**config.mk**
```make
export PLATFORM = sky130hd
export DESIGN_NAME = booth_ctrl
export DESIGN_NICKNAME = d
export VERILOG_FILES = /design/src/rtl/booth_pkg.sv /design/src/rtl/booth_step_decode.sv /design/src/rtl/booth_ctrl.sv
export SDC_FILE = /design/constraint.sdc
export NUM_CORES = 1
export LEC_CHECK = 0
export BUFFER_PORTS_ARGS = -buffer_cell sky130_fd_sc_hd__buf_4
export CAP_MARGIN = 20
export CORE_AREA = 2 2 39 41
export CTS_CLUSTER_SIZE = 14
export DETAILED_ROUTE_END_ITERATION = 10
export DIE_AREA = 0 0 41 43
export PLACE_DENSITY = 0.67
export SLEW_MARGIN = 10
export SYNTH_ARGS = -nofsm -noshare
export SYNTH_HDL_FRONTEND = slang
export SYNTH_SLANG_ARGS = --single-unit
```
**constraint.sdc**
```tcl
create_clock -name clk -period 2.65 [get_ports clk]
set_clock_uncertainty 0.1 [all_clocks]
set_input_delay 0.1325 -clock clk [delete_from_list [all_inputs] [get_ports clk]]
set_output_delay 0.1325 -clock clk [all_outputs]
set_load 0.005 [all_outputs]
```
**src/rtl/booth_pkg.sv**
```systemverilog
// Shared types and constants for the radix-2 Booth multiplier controller.
package booth_pkg;

  localparam int BOOTH_N     = 16;
  localparam int BOOTH_CNT_W = 5;

  localparam logic BOOTH_OP_ADD = 1'b1;
  localparam logic BOOTH_OP_SUB = 1'b0;

  typedef enum logic [2:0] {
    IDLE,
    LOAD_M,
    LOAD_Q,
    EVAL,
    ADDSUB,
    SHIFT,
    DONE
  } booth_state_t;

endpackage

```
**src/rtl/booth_step_decode.sv**
```systemverilog
// Radix-2 Booth recoding of {Q[0], Q(-1)}: whether an add/subtract step is
// needed and which one. Shared with the radix-4 controller.
module booth_step_decode
  import booth_pkg::*;
(
  input  logic [1:0] qbits_i,
  output logic       need_op_o,
  output logic       addsub_o
);

  always_comb begin
    need_op_o = qbits_i[1] ^ qbits_i[0];
    addsub_o  = (qbits_i == 2'b01) ? BOOTH_OP_ADD : BOOTH_OP_SUB;
  end

endmodule

```
**src/rtl/booth_ctrl.sv**
```systemverilog
// Sequencing FSM for the 16-bit sequential Booth multiplier datapath.
// Optional BOOTH_CTRL_ABORT_EN adds an 'abort' input that returns to IDLE.
module booth_ctrl
  import booth_pkg::*;
#(
  parameter int N     = BOOTH_N,
  parameter int CNT_W = BOOTH_CNT_W
) (
  input  logic             clk,
  input  logic             rst,
`ifdef BOOTH_CTRL_ABORT_EN
  input  logic             abort,
`endif
  input  logic             start,
  input  logic             q0,
  input  logic             qm1,
  input  logic [CNT_W-1:0] count,
  output logic             ldA,
  output logic             clrA,
  output logic             ldQ,
  output logic             ldM,
  output logic             clrff,
  output logic             addsub,
  output logic             sftA,
  output logic             sftQ,
  output logic             ldcnt,
  output logic             decr,
  output logic             busy,
  output logic             done
);

  if (CNT_W != $clog2(N) + 1) begin : g_cnt_w_check
    $error("booth_ctrl: CNT_W must equal $clog2(N)+1");
  end

  booth_state_t state_q, state_d;
  logic [1:0]   opBits_q, opBits_d;
  logic         needOpLive, addsubLive;
  logic         needOpReg, addsubReg;

  // Live decode steers the EVAL branch; the registered copy drives ADDSUB.
  booth_step_decode u_dec_live (
    .qbits_i   ({q0, qm1}),
    .need_op_o (needOpLive),
    .addsub_o  (addsubLive)
  );

  booth_step_decode u_dec_reg (
    .qbits_i   (opBits_q),
    .need_op_o (needOpReg),
    .addsub_o  (addsubReg)
  );

  always_ff @(posedge clk or posedge rst) begin
    if (rst) begin
      state_q  <= IDLE;
      opBits_q <= 2'b00;
    end else begin
      state_q  <= state_d;
      opBits_q <= opBits_d;
    end
  end

  always_comb begin
    state_d  = state_q;
    opBits_d = opBits_q;
    case (state_q)
      IDLE:    if (start) state_d = LOAD_M;
      LOAD_M:  state_d = LOAD_Q;
      LOAD_Q:  state_d = EVAL;
      EVAL: begin
        opBits_d = {q0, qm1};
        state_d  = needOpLive ? ADDSUB : SHIFT;
      end
      ADDSUB:  state_d = SHIFT;
      // The counter has already decremented on this cycle's falling edge.
      SHIFT:   state_d = (count == '0) ? DONE : EVAL;
      DONE:    state_d = IDLE;
      default: state_d = IDLE;
    endcase
`ifdef BOOTH_CTRL_ABORT_EN
    if (abort && (state_q != IDLE)) state_d = IDLE;
`endif
  end

  always_comb begin
    ldA    = 1'b0;
    clrA   = 1'b0;
    ldQ    = 1'b0;
    ldM    = 1'b0;
    clrff  = 1'b0;
    addsub = 1'b0;
    sftA   = 1'b0;
    sftQ   = 1'b0;
    ldcnt  = 1'b0;
    decr   = 1'b0;
    busy   = 1'b0;
    done   = 1'b0;
    case (state_q)
      LOAD_M: begin
        busy  = 1'b1;
        ldM   = 1'b1;
        clrA  = 1'b1;
        clrff = 1'b1;
        ldcnt = 1'b1;
      end
      LOAD_Q: begin
        busy = 1'b1;
        ldQ  = 1'b1;
      end
      EVAL:   busy = 1'b1;
      ADDSUB: begin
        busy   = 1'b1;
        ldA    = needOpReg;
        addsub = needOpReg & addsubReg;
      end
      SHIFT: begin
        busy = 1'b1;
        sftA = 1'b1;
        sftQ = 1'b1;
        decr = 1'b1;
      end
      DONE:    done = 1'b1;
      default: ;
    endcase
  end

endmodule
```
Yosys cells after proc, flatten, opt, wreduce, memory -nomap -nowiden
Cells that the tools add are included.
{"block": "totals", "ff_bits": 5, "inputBits": 10, "output_inout_bits": 12, "elab_cells": 28}
{"block": "classes", "n_eq_ne": 8, "mux": 12, "bitwise_logic": 3, "n_reduce_logical": 3}
{"operator": "case mux 3 bit (6 select lines)", "n": 1}
{"operator": "equality test 3 bit, second input constant", "n": 3}
{"operator": "2-to-1 mux 1 bit", "n": 9}
{"operator": "equality test 3 x 2 -> 1 bit, second input constant", "n": 2}
{"operator": "2-to-1 mux 3 bit", "n": 2}
{"operator": "logical NOT 5 bit", "n": 1}
{"operator": "OR reduction 5 bit", "n": 1}
{"operator": "equality test 3 x 1 -> 1 bit, second input constant", "n": 1}
{"operator": "logical NOT 3 bit", "n": 1}
{"operator": "equality test 2 x 1 -> 1 bit, second input constant", "n": 1}
{"operator": "inequality test 2 bit, second input constant", "n": 1}
{"operator": "bitwise XOR 1 bit", "n": 2}
{"operator": "bitwise AND 1 bit", "n": 1}

Depth between registers and ports, before layout
Gate-level depths: netlist of run 1.
{"block": "depth", "word_depth": 4, "depth_mapped": 4, "mapped_depth_nobuf": 3}

Modules after synthesis
From an unflattened synthesis of run 1, not the netlist that was laid out.
{"block": "hier_totals", "cells_unflattened": 42, "area_unflattened_um2": 361.6}
{"mod": "booth_ctrl", "n_inst": 1, "cells_each": 36, "area_each_um2": 321.6, "seq_area_each_um2": 125.1}
{"mod": "booth_step_decode", "n_inst": 2, "cells_each": 3, "area_each_um2": 20.0, "seq_area_each_um2": 0.0}

Least setup slack after synthesis of run 1
Ideal clock, no wire load.
{"block": "synth_path", "path_kind": "reg-to-reg", "from": "register state_q[1]", "to": "register opBits_q[0]", "setup_time_ns": 0.125, "arrival_ns": 0.971, "t_required_ns": 2.425, "slack_ns": 1.453, "stages_incl_launch_ff": 4, "path_buffers": 0, "synth_period_minus_slack_ns": 1.197, "path_cell_list": "dfrtp_1 > nor2b_4 > nand2_2 > mux2_4"}
{"block": "synth_via", "elab_chain_len": 1}
{"item": "start: declaration", "line_no": "booth_ctrl.sv:36", "source": "booth_state_t state_q, state_d;"}
{"item": "start signal: assignment", "line_no": "booth_ctrl.sv:59", "source": "state_q <= state_d;"}
{"item": "equality test 3 x 2 -> 1 bit", "line_no": "booth_ctrl.sv:67", "source": "case (state_q)"}
{"item": "end signal: assignment", "line_no": "booth_ctrl.sv:60", "source": "opBits_q <= opBits_d;"}
{"item": "end: declaration", "line_no": "booth_ctrl.sv:37", "source": "logic [1:0] opBits_q, opBits_d;"}
Every way passes these cells.
A chain may end at the register's enable or synchronous reset.

Final worst setup path of run 1
{"block": "layout_path", "from": "register state_q[2]", "to": "output addsub"}
{"block": "layout_via", "elab_chain_len": 2}
{"item": "equality test 3 bit", "line_no": "booth_ctrl.sv:99", "source": "case (state_q)"}
{"item": "2-to-1 mux 1 bit", "line_no": "booth_ctrl.sv:99"}
{"item": "end: declaration", "line_no": "booth_ctrl.sv:23", "source": "output logic addsub,"}
Every way passes these cells.

==> results of run 1 <==
==> worst max-delay path: stages (launching register included) <==
cell,delay [ns]
dfrtp_1,0.52
nor3b_2,0.32
and2_1,0.16
buf_4,0.10
==> power breakdown <==
part	internal (mW)	switching (mW)	leakage, nW	total, mW
Combinational	0.188	0.116	0.214	0.304
Sequential	0.115	0.0663	0.0601	0.181
Clock	0.0568	0.0295	0.0150	0.0864
==> cells by family after synthesis <==
kind of cell / Yosys count / synth area share [%]
buf+inv: 9 / 15.4
mux: 2 / 7.72
fa+ha+maj: 1 / 3.21
flops: 5 / 32.2
xor+xnor: 1 / 2.25
compound gates: 5 / 8.36
simple gates: 18 / 30.9
==> stage by stage <==
| step | util [%] | cell area [um2] | hold slack, ns |
|---|---|---|---|
| after global routing | 40.1 | 554 | 0.0376 |
| after detailed placement | 37.4 | 518 | -0.0591 |
| after floorplan | - | 389 | -0.189 |
| after CTS | 40.1 | 554 | 0.0346 |
| final | 40.1 | 554 | 0.0416 |
| after global placement | 37.4 | 518 | -0.0590 |
==> layout by cell type, fill, tap and decap left out <==
cell	n
nor3_1	2
inv_2	1
nor3b_2	1
nor3_2	1
clkbuf_4	3
nor2b_4	1
buf_4	21
or2_1	1
nand2b_1	3
a21oi_1	1
a221oi_1	1
mux2_4	2
xnor2_1	1
dlygate4sd3_1	1
dfrtp_1	5
o21ai_1	2
and3_1	1
a211o_1	1
or4_4	1
and2_1	1
clkbuf_1	1
nor2_1	5
inv_1	2
ha_1	1
nand2_2	1
==> worst min-delay path by stage <==
stage	start	endpoint	slack, ns	cells after the start
after floorplan	rst	opBits_q[0]	-0.19	1
after global placement	rst	state_q[1]	-0.06	2
after detailed placement	rst	opBits_q[1]	-0.06	2
after CTS	q0	opBits_q[1]	0.03	2
after global routing	q0	opBits_q[1]	0.04	2
final	q0	opBits_q[1]	0.04	2
==> final cells by class <==
type,count,area [um2]
fillers,138,830
multi-input cells,27,204
repair buffers,22,168
well taps,16,20.0
flip-flops and latches,5,125
clock buffers,4,26.3
inverters,3,11.3
==> registers in the layout, indices dropped and copies added (netlist names) <==
name / count
opBits_q: 2
state_q: 3
==> cells in the mapped netlist, types with 2 or more instances <==
master    count
inv_1         2
nor2_1        5
mux2_4        2
nor3_1        2
o21ai_1       2
dfrtp_1       5
buf_4         5
nand2b_1      3
==> metal layers <==
metal / routed length (um) / vias up / GRT usage, %
met5: 0 / - / 0
met4: 46 / 0 / 14.0
met3: 48 / 4 / 1.57
met2: 381 / 16 / 15.3
met1: 324 / 156 / 11.8
li1: - / 175 / -
==> reports/results.txt, run 1 <==
Outcome = completed
Period utilization = 59.3%
Worst vdd ir = 0.310 mV
Hold Crit Class = input port to register
Htree depth = 1
Top_reg_cell synth = dfrtp_1
Tmin final = 1.57 ns
Critical Path Source Type = register
Synth-to-layout area growth = 42.4%
CP Capture Type = output pin
Pleak = 0.289 nW
Post-synthesis sequential area ratio = 32.2%
GRT Total Usage = 11.0%
Clk pin slew, worst setup/hold paths = 0.04 ns
Actual slew at the worst max-slew pin = 0.349 ns
CTS hold repair buffers = 1
Per-cell routed wire length = 10.4 um
First-pass GRT wire length = 1.19 mm
Core Box Area = 1380 um2
Post-cts resize count = 0
Synth Warn # = 0
DR iter-0 viols = 3
TritonCTS buffer count = 3
Setup TNS = 0 ns
Crit path kind = register to output pin
Die height = 43 um
CTS tree = yes
Post-DRT Antenna Nets = 0
Final Instance Count excl. Fillers = 77
R2r startpoint = state_q[1]
Worst flop-to-flop path endpoint = opBits_q[0]
Post-placement setup slack = 1.33 ns
Max Root-Sink Buffers = 2
Die width = 41 um
DRC Markers = 0
Post-Syn Nets = 52
Ports = 22
Post-DR vias/cell = 4.56
Final nets = 73
Worst skew pair latency = 0.24 ns
Mapped Cells = 41
Power Density = 1030 nW/um2
Post-Synthesis Cell Area = 389 um2
Placer Congestion = 0.783
Via count = 351
Post-synth top area cell = dfrtp_1
Max-slew headroom = 76.7%
Maxcap violations = 0
Share of the synthesized area in the top cell type = 32.2%
Critical Path RT = 2.42 ns
Largest net degree at the start of global routing = 11
FFs w/ async S/R, synth = 100%
Post-synthesis sequential element count = 5
Routed Wire Length = 800 um
DIE AREA = 1760 um2
IO buf count = 21
Fin. max-slew vios = 0
Worst R2R Path Depth = 3
Critical Path AT = 1.34 ns
Initial Utilization = 28.1%
Total chip power = 0.571 mW
Setup Buffers After CTS = 0
N_diodes = 0
Share of layout cells above drive strength 1 = 52.5%
Synth cell types = 23
DR pass1 iterations = 4
Root Buffer = clkbuf_4
# rows = 14
Final WS setup = 1.08 ns
Crit path launch = state_q[2]
CP max FO = 9
CTS sink cnt = 5
Final hold violations = 0
Synth area leaders = dfrtp_1 (32%), buf_4 (9.6%), mux2_4 (7.7%)
End of the critical path = addsub
Post-DP HPWL = 645 um
Post-Syn Area per Cell = 9.49 um2
Final setup viols = 0
Initial antenna violation count = 0
Vias in the first global route = 310
Post-synth EDFFs = 0
Unrepaired setup endpoints after global routing = no
Post-placement cell count = 72
Reg2Reg Setup Slack = 1.33 ns
Congestion Overflow GR = 0
Maximum clock rate = 637 MHz
Power figures use the tool's default switching activity.
==> run 2, diff against run 1 <==
--- a/config.mk
+++ b/config.mk
@@ -5,13 +5,14 @@
 export SDC_FILE = /design/constraint.sdc
 export NUM_CORES = 1
 export LEC_CHECK = 0
+export ABC_AREA = 1
 export BUFFER_PORTS_ARGS = -buffer_cell sky130_fd_sc_hd__buf_4
 export CAP_MARGIN = 20
 export CORE_AREA = 2 2 39 41
 export CTS_CLUSTER_SIZE = 14
 export DETAILED_ROUTE_END_ITERATION = 10
 export DIE_AREA = 0 0 41 43
-export PLACE_DENSITY = 0.67
+export PLACE_DENSITY = 0.68
 export SLEW_MARGIN = 10
 export SYNTH_ARGS = -nofsm -noshare
 export SYNTH_HDL_FRONTEND = slang
==> constraint.sdc (replaced) <==
create_clock -name clk -period 1.4 [get_ports clk]
set_clock_uncertainty 0.1 [all_clocks]
set_input_delay 0.07 -clock clk [delete_from_list [all_inputs] [get_ports clk]]
set_output_delay 0.07 -clock clk [all_outputs]
set_load 0.005 [all_outputs]
==> run 2 against run 1 <==
Net effect: non-clock buffer count up 3; final area grew 5.9%; count of clock-buffer cells in the layout is 1 lower; largest cell class is now non-clock buffers; cell count is 23% higher; combinational power is 84% higher; critical path type unchanged; synthesized area shrank 3.9%; clock power increased by 110%; sequential cell count unchanged; global-route usage increased by 0.53 points.
==> reports/results.txt, run 2 <==
Outcome = completed
Post-Synthesis Cell Area = 374 um2 (-3.9%)
Share of the synthesized area in the top cell type = 33.4% (+1.3 points)
Tmin final = 1.38 ns
Die height = 43 um (unchanged)
Post-synth top area cell = dfrtp_1
Worst skew pair latency = 0.26 ns (+0.02 ns)
Max Root-Sink Buffers = 2 (unchanged)
Post-DP HPWL = 630 um (-2.3%)
# fillers = 144 (+4.3%)
Final Instance Area = 587 um2 (+5.9%)
Pleak = 0.327 nW (+13%)
Final nets = 91 (+25%)
DRC Markers = 0 (unchanged)
Period utilization = 98.3%
Synth cell types = 15 (-35%)
Largest register FFs = 3 (unchanged)
CTS sink cnt = 5 (unchanged)
Synth-to-layout area growth = 56.9%
# rows = 14 (unchanged)
Die width = 41 um (unchanged)
Congestion Overflow GR = 0 (unchanged)
DR pass1 iterations = 3 (-1)
Post-synth EDFFs = 0 (unchanged)
Synth Warn # = 0 (unchanged)
Root Buffer = clkbuf_4
GRT Total Usage = 11.5% (+0.53 points)
Maximum clock rate = 727 MHz
CP max FO = 6 (-3)
Critical Path Source Type = register
Placed Area = 507 um2 (-2.2%)
Initial antenna violation count = 0 (unchanged)
Top Registers = state_q (3), opBits_q (2)
Post-placement setup slack = 0.215 ns (-1.12 ns)
TritonCTS buffer count = 3 (unchanged)
N_diodes = 0 (unchanged)
Most frequent cells after synthesis = nand2_1 (14), inv_1 (11), nor2_1 (9)
Critical Path AT = 1.21 ns (-0.13 ns)
Fin. max-slew vios = 0 (unchanged)
Placer Congestion = 0.757 (-3.3%)
Commonest non-fill, non-tap cell in the layout = buf_4
First-pass GRT wire length = 1.25 mm (+5.2%)
Synth area leaders = dfrtp_1 (33%), nand2_1 (14%), buf_4 (12%)
Worst vdd ir = 0.628 mV (+100%)
Post-synthesis sequential area ratio = 33.4% (+1.3 points)
Hold Crit Class = input port to register
Final hold violations = 0 (unchanged)
Setup Buffers After CTS = 0 (unchanged)
Actual slew at the worst max-slew pin = 0.265 ns (-0.0842 ns)
Core Box Area = 1380 um2 (unchanged)
CP Capture Type = output pin
Share of layout cells above drive strength 1 = 40.5% (-12 points)
Routed Wire Length = 883 um (+10%)
Post-DR vias/cell = 4.11 (-9.9%)
Crit path kind = register to output pin
Most frequent cells in the layout = buf_4 (21), nand2_1 (13), inv_1 (11), nor2_1 (8), dlygate4sd3_1 (4)
Post-Syn Area per Cell = 6.68 um2 (-30%)
Footprint of the multi-input gates = 173 um2 (-15%)
Most common cell in the netlist = nand2_1
FF/Latch Area = 128 um2 (+2.0%)
FFs w/ async S/R, synth = 100% (unchanged)
Htree depth = 1 (unchanged)
Post-Syn Nets = 67 (+29%)
Most flop-heavy register = state_q
Ports = 22 (unchanged)
Post-synthesis sequential element count = 5 (unchanged)
CTS tree = yes
Clk pin slew, worst setup/hold paths = 0.05 ns (about the same)
Per-cell routed wire length = 9.29 um (-11%)
DIE AREA = 1760 um2 (unchanged)
Mapped Cells = 56 (+37%)
Maxcap violations = 0 (unchanged)
Post-DRT Antenna Nets = 0 (unchanged)
Final setup viols = 0 (unchanged)
Top_reg_cell synth = dfrtp_1
DR iter-0 viols = 5 (+2)
Critical Path RT = 1.23 ns (-1.19 ns)
Via count = 390 (+11%)
Initial Utilization = 27.0% (-1.1 points)
Fin util = 42.4% (+2.4 points)
Final WS setup = 0.0237 ns (-1.06 ns)
IO buf count = 21 (unchanged)
Max-slew headroom = 82.2% (+5.5 points)
Vias in the first global route = 319 (+2.9%)
Total chip power = 1.06 mW (+86%)
Unrepaired setup endpoints after global routing = yes
Power Density = 1810 nW/um2 (+75%)
Largest net degree at the start of global routing = 9 (-2)
run 2: path summary, 6_finish.rpt:
kind	from	end	slack, ns	cells after the start
setup reg to reg	state_q[1]	state_q[0]	0.24	7
setup / recovery	state_q[0]	clrA	0.02	3
hold / removal	count[1]	state_q[2]	0.04	4
max in group asynchronous	rst	state_q[2]	0.84	3
min in group asynchronous	rst	opBits_q[0]	0.17	3
hold reg to reg	opBits_q[0]	opBits_q[0]	0.41	2
run 2: cell families after synthesis:
group | synth area share (%)
buf+inv | 23.1
fa+ha+maj | 3.34
flops | 33.4
compound gates | 6.69
simple gates | 33.4
run 2: metrics by stage:
stage | cells | TNS [ns] | hold slack [ns]
final | 95 | 0 | 0.0403
after CTS | 95 | 0 | 0.0438
after floorplan | 56 | 0 | -0.251
after global placement | 87 | 0 | -0.113
after global routing | 95 | -0.135 | 0.0894
after detailed placement | 87 | 0 | -0.107
run 2: area by class of cell:
type	instances	share of cell area, %
well taps	16	3.41
multi-input cells	34	29.4
clock inverters	1	0.853
inverters	11	7.04
flip-flops and latches	5	21.7
repair buffers	25	33.7
clock buffers	3	3.84
run 2: what timing repair did:
action | in CTS | in global routing
gates resized for setup | 1 | 5
hold endpoints to repair | 8 | 0
endpoints found under the setup margin | 4 | 10
hold buffers | 4 | 0
gates cloned | 0 | 0
run 2: per-layer routing:
layer | track usage, % | vias up | part of all wire [%]
met3 | 3.14 | 4 | 7.1
li1 | - | 209 | -
met2 | 14.7 | 17 | 49
met1 | 14.1 | 160 | 40
met5 | 0 | - | 0
met4 | 12.0 | 0 | 3.9
run 2: report_power, final:
part	switching, mW	internal, mW
sequential	0.0976	0.222
combinational	0.271	0.289
clock	0.0765	0.104
total	0.445	0.615
run 2: critical path, stage by stage (launching register included):
cell and delay [ns]:
dfrtp_1 0.44, inv_1 0.12, nor3_2 0.23, buf_4 0.17
==> run 3, diff against run 2 <==
--- a/config.mk
+++ b/config.mk
@@ -12,7 +12,7 @@
 export CTS_CLUSTER_SIZE = 14
 export DETAILED_ROUTE_END_ITERATION = 10
 export DIE_AREA = 0 0 41 43
-export PLACE_DENSITY = 0.68
+export PLACE_DENSITY = 0.63
 export SLEW_MARGIN = 10
 export SYNTH_ARGS = -nofsm -noshare
 export SYNTH_HDL_FRONTEND = slang
==> run 3 against run 2 <==
Net effect: non-clock buffer count unchanged; first-iteration DRC count decreased by 60%; sequential cell count unchanged; critical endpoint is now busy; largest cell class unchanged.
==> reports/results.txt, run 3 (synthesized netlist as in run 2, its figures left out) <==
Outcome = completed
Initial antenna violation count = 0 (unchanged)
Actual slew at the worst max-slew pin = 0.238 ns (-0.0269 ns)
Post-placement setup slack = 0.192 ns (-0.0226 ns)
CP max FO = 8 (+2)
Vias in the first global route = 317 (-0.63%)
Die height = 43 um (unchanged)
Routed Wire Length = 769 um (-13%)
N_diodes = 0 (unchanged)
Post-placement cell count = 87 (unchanged)
Post-DR vias/cell = 4.17 (+1.5%)
Via count = 396 (+1.5%)
Worst skew pair latency = 0.25 ns (about the same)
Post-DP HPWL = 623 um (-1.2%)
Max-slew headroom = 84.0% (+1.8 points)
Placed Area = 507 um2 (unchanged)
Pleak = 0.323 nW (-1.4%)
Die width = 41 um (unchanged)
Critical Path RT = 1.23 ns (about the same)
Top Registers = state_q (3), opBits_q (2)
Congestion Overflow GR = 0 (unchanged)
Post-DRT Antenna Nets = 0 (unchanged)
Power Density = 1770 nW/um2 (-2.0%)
Maximum clock rate = 743 MHz (+2.3%)
Final setup viols = 0 (unchanged)
Setup Buffers After CTS = 0 (unchanged)
Root Buffer = clkbuf_4
Critical Path Source Type = register
Hold path depth = 4 (unchanged)
Largest register FFs = 3 (unchanged)
Total chip power = 1.04 mW (-2.4%)
DRC Markers = 0 (unchanged)
CTS tree = yes
Hold slack = 0.0333 ns (-0.00706 ns)
Hold Crit Class = input port to register
DR iter-0 viols = 2 (-3)
Synth-to-layout area growth = 56.2%
Per-cell routed wire length = 8.09 um (-13%)
Unrepaired setup endpoints after global routing = yes
Final nets = 91 (unchanged)
TritonCTS buffer count = 3 (unchanged)
First-pass GRT wire length = 1.19 mm (-4.4%)
Fin. max-slew vios = 0 (unchanged)
Critical Path AT = 1.18 ns (-0.03 ns)
Most flop-heavy register = state_q
Commonest non-fill, non-tap cell in the layout = buf_4
Worst vdd ir = 0.620 mV (-1.3%)
DIE AREA = 1760 um2 (unchanged)
R2r startpoint = state_q[1]
Max Root-Sink Buffers = 2 (unchanged)
Final Instance Count excl. Fillers = 95 (unchanged)
Most frequent cells in the layout = buf_4 (21), nand2_1 (14), inv_1 (11), nor2_1 (8), dlygate4sd3_1 (4)
Share of layout cells above drive strength 1 = 39.2% (-1.3 points)
Largest net degree at the start of global routing = 9 (unchanged)
Tmin final = 1.35 ns (-0.0308 ns)
Placer Congestion = 0.700 (-7.5%)
Worst R2R Path Depth = 7 (unchanged)
Initial Utilization = 27.0% (unchanged)
Ports = 22 (unchanged)
Crit path launch = state_q[2]
IO buf count = 21 (unchanged)
Worst flop-to-flop path endpoint = state_q[0]
CP Capture Type = output pin
Reg2Reg Setup Slack = 0.23 ns (about the same)
Htree depth = 1 (unchanged)
Period utilization = 96.1% (-2.2 points)
Crit path kind = register to output pin
GRT Total Usage = 10.4% (-1.2 points)
Maxcap violations = 0 (unchanged)
CTS sink cnt = 5 (unchanged)
End of the critical path = busy
Final Instance Area = 584 um2 (-0.43%)
Clk pin slew, worst setup/hold paths = 0.04 ns (about the same)
# rows = 14 (unchanged)
DR pass1 iterations = 2 (-1)
Final hold violations = 0 (unchanged)
Core Box Area = 1380 um2 (unchanged)
Final WS setup = 0.0545 ns (+0.0308 ns)
==> run 3: cell count changes in the layout (fill, tap and decap cells not counted) <==
cell / change
a21boi_1: -1
a21boi_0: +1
clkinv_2: -1
dfrtp_2: +1
clkbuf_1: +1
dfrtp_1: -1
nand2_1: +1
nand2_2: -1
==> run 3: worst min-delay path by stage <==
stage	slack [ns]	to	start
3_5_place_dp	-0.11	state_q[1]	rst
4_1_cts	0.03	state_q[2]	count[0]
2_1_floorplan	-0.25	opBits_q[0]	rst
6_report	0.03	state_q[2]	count[0]
3_3_place_gp	-0.12	state_q[1]	rst
5_1_grt	0.08	state_q[2]	count[4]
==> run 3: area by class of cell <==
type	instances	area, um2
Clock buffer	4	26.3
Fill cell	146	800
Inverter	11	41.3
Multi-Input combinational cell	34	170
Sequential cell	5	129
Tap cell	16	20.0
Timing Repair Buffer	25	198
==> run 3: worst max-delay path, cell delays in order, from the launching register on <==
cell,delay [ns]
dfrtp_2,0.46
nand2_1,0.13
a21boi_0,0.20
buf_4,0.14
==> run 3: layer usage <==
metal  part of all wire (%)  track usage [%]  wire length [um]  vias up
met4                    3.1             8.00                24        0
li1                       -                -                 -      211
met1                     42             12.3               324      168
met2                     46             13.8               353       15
met3                    8.6             4.71                66        2
met5                      0                0                 0        -
==> run 3: through the flow <==
| step | setup TNS, ns | util, % |
|---|---|---|
| finish | 0 | 42.2 |
| detailed placement | 0 | 36.6 |
| floorplan | 0 | - |
| global route | -0.0567 | 42.2 |
| CTS | 0 | 42.0 |
| global placement | 0 | 36.6 |
==> run 3: what timing repair did <==
action | CTS | global route
endpoints found under the hold margin | 8 | 0
endpoints found under the setup margin | 5 | 9
gates resized for setup | 3 | 2
hold buffers | 4 | 0
==> run 3: where the power goes <==
part / internal (mW) / leakage [nW] / switching [mW]
clock: 0.108 / 0.0150 / 0.0638
combinational: 0.283 / 0.250 / 0.262
sequential: 0.225 / 0.0576 / 0.0928
total: 0.617 / 0.323 / 0.418
